[src/rtl/ssd1306_pkg.sv]
// ssd1306_pkg: opcodes, parser states and default geometry shared by the SSD1306 SPI sink.
package ssd1306_pkg;
  localparam logic [7:0] OP_SET_PAGE = 8'h22;
  localparam logic [7:0] OP_SET_COL = 8'h21;
  localparam int DEF_COLS = 128;
  localparam int DEF_PAGES = 8;
  typedef enum logic [1:0] {P_CMD, P_ARG1, P_ARG2} parse_state_t;
endpackage

[src/rtl/spi_rx_shift.sv]
// spi_rx_shift: synchronises SPI mode-0 pins into clk and assembles MSB-first bytes.
module spi_rx_shift (
  input  logic       clk,
  input  logic       rst_n,
  input  logic       spi_sck,
  input  logic       spi_mosi,
  input  logic       spi_cs_n,
  input  logic       spi_dc,
  output logic       byte_valid,
  output logic [7:0] byte_data,
  output logic       byte_dc
);
  logic [1:0] sck_s, mosi_s, cs_s, dc_s;
  logic       sck_q;
  logic [2:0] bitcnt;
  logic       rise;
  assign rise = sck_s[1] & ~sck_q;
  always_ff @(posedge clk)
    if (!rst_n) begin
      sck_s <= '0;
      mosi_s <= '0;
      cs_s <= '1;
      dc_s <= '0;
      sck_q <= 1'b0;
      bitcnt <= '0;
      byte_data <= '0;
      byte_valid <= 1'b0;
      byte_dc <= 1'b0;
    end else begin
      sck_s <= {sck_s[0], spi_sck};
      mosi_s <= {mosi_s[0], spi_mosi};
      cs_s <= {cs_s[0], spi_cs_n};
      dc_s <= {dc_s[0], spi_dc};
      sck_q <= sck_s[1];
      byte_valid <= 1'b0;
      if (cs_s[1]) bitcnt <= '0;
      else if (rise) begin
        byte_data <= {byte_data[6:0], mosi_s[1]};
        bitcnt <= bitcnt + 3'd1;
        if (bitcnt == 3'd7) begin
          byte_valid <= 1'b1;
          byte_dc <= dc_s[1];
        end
      end
    end
endmodule

[src/rtl/ssd1306_spi_sink.sv]
// ssd1306_spi_sink: decodes SSD1306 SPI command/data traffic into framebuffer writes.
// Define SSD1306_SINK_COLADDR_EN to decode the 0x21 column-address command.
module ssd1306_spi_sink
  import ssd1306_pkg::*;
#(
  parameter int COLS = DEF_COLS,
  parameter int PAGES = DEF_PAGES
) (
  input  logic                          clk,
  input  logic                          rst_n,
  input  logic                          spi_sck,
  input  logic                          spi_mosi,
  input  logic                          spi_cs_n,
  input  logic                          spi_dc,
  output logic                          fb_we,
  output logic [$clog2(COLS*PAGES)-1:0] fb_addr,
  output logic [7:0]                    fb_wdata,
  output logic                          cmd_valid,
  output logic [7:0]                    cmd_byte,
  output logic                          frame_done,
  output logic [2:0]                    cur_page,
  output logic [6:0]                    cur_col
);
  localparam int AW = $clog2(COLS * PAGES);
  localparam logic [2:0] PMASK = 3'(PAGES - 1);
  localparam logic [6:0] CMASK = 7'(COLS - 1);
`ifdef SSD1306_SINK_COLADDR_EN
  localparam int ARG_W = 7;
`else
  localparam int ARG_W = 3;
`endif
  logic             bv, bdc;
  logic [7:0]       bd;
  parse_state_t     state, state_nx;
  logic [ARG_W-1:0] arg_start, arg_m;
  logic [2:0]       page_start, page_end, page_nx;
  logic [6:0]       col_start, col_end, col_nx;
  logic             col_wrap, page_wrap, addr_op, pend_col;
  spi_rx_shift u_rx (
    .clk(clk), .rst_n(rst_n), .spi_sck(spi_sck), .spi_mosi(spi_mosi),
    .spi_cs_n(spi_cs_n), .spi_dc(spi_dc),
    .byte_valid(bv), .byte_data(bd), .byte_dc(bdc)
  );
`ifdef SSD1306_SINK_COLADDR_EN
  logic [7:0] pending;
  assign pend_col = pending == OP_SET_COL;
  assign addr_op = bd == OP_SET_PAGE || bd == OP_SET_COL;
  assign arg_m = pend_col ? bd[6:0] & CMASK : {4'b0, bd[2:0] & PMASK};
  always_ff @(posedge clk)
    if (!rst_n) begin
      pending <= '0;
      col_start <= '0;
      col_end <= CMASK;
    end else if (bv && !bdc) begin
      if (state == P_CMD) pending <= bd;
      if (state == P_ARG2 && pend_col) begin
        col_start <= arg_start;
        col_end <= arg_m;
      end
    end
`else
  assign pend_col = 1'b0;
  assign addr_op = bd == OP_SET_PAGE;
  assign arg_m = bd[2:0] & PMASK;
  assign col_start = '0;
  assign col_end = CMASK;
`endif
  // A data byte always aborts an in-flight argument sequence.
  always_comb begin
    state_nx = state;
    if (bv)
      state_nx = bdc ? P_CMD :
                 state == P_CMD ? (addr_op ? P_ARG1 : P_CMD) :
                 state == P_ARG1 ? P_ARG2 : P_CMD;
  end
  // Wrapping windows step modulo the display size until they hit the end.
  always_comb begin
    col_wrap = cur_col == col_end;
    page_wrap = cur_page == page_end;
    col_nx = col_wrap ? col_start : (cur_col + 7'd1) & CMASK;
    page_nx = !col_wrap ? cur_page : page_wrap ? page_start : (cur_page + 3'd1) & PMASK;
  end
  always_ff @(posedge clk)
    if (!rst_n) begin
      state <= P_CMD;
      fb_we <= 1'b0;
      fb_addr <= '0;
      fb_wdata <= '0;
      cmd_valid <= 1'b0;
      cmd_byte <= '0;
      frame_done <= 1'b0;
      cur_page <= '0;
      cur_col <= '0;
      page_start <= '0;
      page_end <= PMASK;
      arg_start <= '0;
    end else begin
      state <= state_nx;
      fb_we <= 1'b0;
      cmd_valid <= 1'b0;
      frame_done <= 1'b0;
      if (bv && bdc) begin
        fb_we <= 1'b1;
        fb_addr <= AW'(cur_page * COLS + cur_col);
        fb_wdata <= bd;
        cur_col <= col_nx;
        cur_page <= page_nx;
        frame_done <= col_wrap & page_wrap;
      end
      if (bv && !bdc) begin
        cmd_valid <= 1'b1;
        cmd_byte <= bd;
        if (state == P_ARG1) arg_start <= arg_m;
        if (state == P_ARG2 && pend_col) cur_col <= 7'(arg_start);
        if (state == P_ARG2 && !pend_col) begin
          page_start <= arg_start[2:0];
          page_end <= arg_m[2:0];
          cur_page <= arg_start[2:0];
        end
      end
    end
endmodule

[config.mk]
export PLATFORM = sky130hd
export DESIGN_NAME = ssd1306_spi_sink
export DESIGN_NICKNAME = d
export VERILOG_FILES = /design/src/rtl/ssd1306_pkg.sv /design/src/rtl/spi_rx_shift.sv /design/src/rtl/ssd1306_spi_sink.sv
export SDC_FILE = /design/constraint.sdc
export NUM_CORES = 1
export LEC_CHECK = 0
export CAP_MARGIN = 20
export CORE_AREA = 8 8 84 86
export CTS_BUF_LIST = sky130_fd_sc_hd__clkbuf_4 sky130_fd_sc_hd__clkbuf_8
export DETAILED_ROUTE_END_ITERATION = 7
export DIE_AREA = 0 0 92 94
export GPL_ROUTABILITY_DRIVEN = 1
export PLACE_DENSITY = 0.74
export SYNTH_ARGS = -nofsm -noshare
export SYNTH_HDL_FRONTEND = slang
export SYNTH_SLANG_ARGS = --single-unit
[constraint.sdc]
create_clock -name clk -period 4.5 [get_ports clk]
set_input_delay 0.9 -clock clk [delete_from_list [all_inputs] [get_ports clk]]
set_output_delay 0.9 -clock clk [all_outputs]
set_load 0.05 [all_outputs]
==> metrics.md <==
| Metric | Value |
|---|---|
| DRT Pass-1 Iters | 4 |
| Core box area | 5750 sq um |
| Cts hold-fix bufs | 0 |
| Syn Std Cell Area | 2790 sq um |
| Vias in the first global route | 2021 |
| NumNets Final | 348 |
| Part of the power in the clock network | 45.9% |
| Startpoint types | register |
| Avg Cell Area, Syn | 9.51 sq um |
| Gp weighted congestion | 0.770 |
| Sequential-to-total area share from yosys stat | 51.7% |
| Ports | 45 |
| F_max | 392 MHz |
| Vias after detailed routing | 2065 |
| Post-route clock skew | 0.00756 ns |
| Hpwl dp | 3.77 mm |
| Switching share of power | 18.9% |
| Total Power | 0.00123 W |
| Post-DR wirelength/cell | 13.0 um |
| Lkg Pwr | 1.23 nW |
| Post-synthesis xor/xnor area fraction | 2.83% |
| Setup TNS | 0 ns |
| CP max stage delay | 0.85 ns |
| Clock-pin slew on the worst setup and hold paths | 0.07 ns |
| Mapped Nets | 303 |
| RSZ-0062 raised after global routing | false |
| FILL cells | 527 |
| Synth Area in Compound Gates | 11.4% |
| Starting density of the core | 48.5% |
| Hold Slack | 0.411 ns |
| Slowest-stage cell, CP | clkdlybuf4s50_1 |
| Resize count post-CTS | 0 |
| Setup violators final | 0 |
| Setup bufs post-CTS | 0 |
| Worst-Skew Late Latency | 0.35 ns |
| Hold WC Path Type | reg2reg |
| Simple-Gate Fraction of Synth Area | 24.0% |
| Layout area overhead | 26.7% |
| Post-DP Area | 3280 sq um |
| Longest Clk Path Bufs | 2 |
| PwrDens | 350 nW/um^2 |
| Worst-path fanout max | 6 |
| Max-cap viol count | 0 |
| Die Wd | 92 um |
| Sequential share of power | 52.0% |
| Yosys warnings | 0 |
| CP Data Required Time | 3.60 ns |
| Total CTS buffers | 9 |
| Hold Vio Cnt, Final | 0 |
| Cell internal pwr | 0.00100 W |
| Vias/cell | 4.95 |
| Slew Viols, Final | 0 |
| Antenna Nets Post-Route | 0 |
| CP top delay family | buffers and inverters |
| FP Rows | 28 |
| Worst Tran Pin Value | 1.08 ns |
| Status | finished clean |
| Critical path, cell by cell | clkdlybuf4s50_1 |
| Initial antenna violation count | 0 |
| Min cycle time layout | 2.55 ns |
| Synth Area in Adders | 1.80% |
| Clk root buf | clkbuf_8 |
| Die Span Y | 94 um |
| Global-route usage over all layers | 13.4% |
| Multiplexer share of the synthesized area | 6.15% |
| Net switching power | 0.000233 W |
| Residual DRC count | 0 |
| Crit Path Category | reg2out |
| Final cycle utilization of the critical path | 56.7% |
| DR iter-0 viols | 79 |
| PortBufs | 44 |
| Maximum vdd drop | 0.000192 V |
| Relative slew slack | 27.5% |
| Cell variety after synth | 33 |
| Clk sink count | 72 |
| Finished Cell Area | 3530 sq um |
| TritonCTS clock tree | done |
| H-tree depth | 3 |
| First-pass GRT wire length | 9.32 mm |
| Crit path buffers/inverters | 1 |
| Worst Path Arrival | 1.65 ns |
| Comb pwr share | 2.1% |
| N_diodes | 0 |
| Share of post-route cells with drive strength above 1 | 7.31% |
| Final WL | 5.43 mm |
| Die area | 8650 sq um |
| Synthesized flop and latch total | 72 |
| Final core utilization | 61.5% |
| Mapped Cells | 293 |
| Combinational family with the most area after synthesis | simple AND/OR/NAND/NOR gates |
| Total grt overflow | 0 |
| Setup crit end kind | primary output |
| Largest net degree at the start of global routing | 36 |
==> cells by family (layout without fill, tap and decap cells) <==
group,Yosys count,after routing
and+or+nand+nor,136,136
DFF,72,72
AOI/OAI and AO/OA,41,41
muxes,17,17
buffers and inverters,14,63
xor gates and xnor gates,9,9
adders and majority gates,4,4
==> state kept, by name, indices dropped and copies added, names as in the netlist, 3 cells and up <==
| register | count |
|---|---|
| cur_col | 7 |
| arg_start | 3 |
| cmd_byte | 8 |
| u_rx.byte_data | 8 |
| u_rx.bitcnt | 3 |
| fb_addr | 10 |
| cur_page | 3 |
| fb_wdata | 8 |
| page_start | 3 |
| page_end | 3 |
==> worst paths after layout <==
kind                               startpoint           endpoint  slack [ns]  cells past startpoint
worst max-delay path              cur_page[0]        cur_page[0]        1.95                      1
worst max register to register  u_rx.sck_s[1]  u_rx.byte_data[2]        2.49                      4
worst min register to register   u_rx.cs_s[0]       u_rx.cs_s[1]        0.41                      1
worst min-delay path             u_rx.cs_s[0]       u_rx.cs_s[1]        0.41                      1
==> cell usage after synthesis <==
master	n	area share (%)
nand2_1	75	10
dfxtp_1	72	52
a21boi_1	33	8.9
mux2i_1	16	5.7
nor2b_1	15	3.4
and2_1	12	2.7
nor2_1	10	1.3
clkbuf_1	8	1.1
nand3_1	6	1.1
xor2_1	5	1.6
buf_2	4	0.72
ha_1	4	1.8
nand2b_1	4	0.90
xnor2_1	4	1.3
and3_1	3	0.67
a211o_1	2	0.63
a21boi_2	2	0.81
nor3_1	2	0.36
o21a_1	2	0.54
buf_4	1	0.27
inv_1	1	0.13
mux2_1	1	0.40
nand3_2	1	0.36
nand3b_1	1	0.27
nand4_1	1	0.22
nor3_2	1	0.36
nor3_4	1	0.58
nor3b_2	1	0.45
nor3b_4	1	0.67
nor4b_1	1	0.31
o21ai_0	1	0.18
o221ai_1	1	0.31
or3_1	1	0.22
==> layout by cell type (no fill, tap or decap), drive strengths merged, types with 4 or more instances in the layout <==
cell	netlist	routed
nand2	75	75
dfxtp	72	72
clkdlybuf4s50	0	44
a21boi	35	35
mux2i	16	16
nor2b	15	15
and2	12	12
clkbuf	8	12
nor2	10	10
nand3	7	7
xor2	5	5
nand2b	4	4
xnor2	4	4
ha	4	4
nor3	4	4
==> power by group through the flow <==
stage          Sequential [W]  Clock (W)  Combinational, W
2_1_floorplan        0.000656          0         0.0000159
6_report             0.000641   0.000567         0.0000262
5_1_grt              0.000641   0.000607         0.0000285
3_3_place_gp         0.000656          0         0.0000236
4_1_cts              0.000641   0.000579         0.0000239
3_5_place_dp         0.000656          0         0.0000239
==> routing by layer <==
layer / routed length, um / GRT usage, %
met4: 121 / 6.85
met1: 2500 / 14.9
met2: 2420 / 21.6
met5: 0 / 0
met3: 388 / 5.44
==> cell type report <==
type | instances | area (sq um) | share of cell area (%)
well taps | 75 | 93.8 | 2.66
repair buffers | 47 | 483 | 13.7
flip-flops and latches | 72 | 1440 | 40.8
clock buffers | 12 | 159 | 4.50
inverters | 1 | 3.75 | 0.106
clock inverters | 3 | 65.1 | 1.84
multi-input cells | 207 | 1280 | 36.4
==> metrics by stage <==
step / setup WS [ns] / std cells
2_1_floorplan: 2.63 / 293
3_3_place_gp: 1.87 / 401
3_5_place_dp: 1.80 / 401
4_1_cts: 1.93 / 416
5_1_grt: 1.87 / 417
6_report: 1.95 / 417
Power figures use the tool's default switching activity.
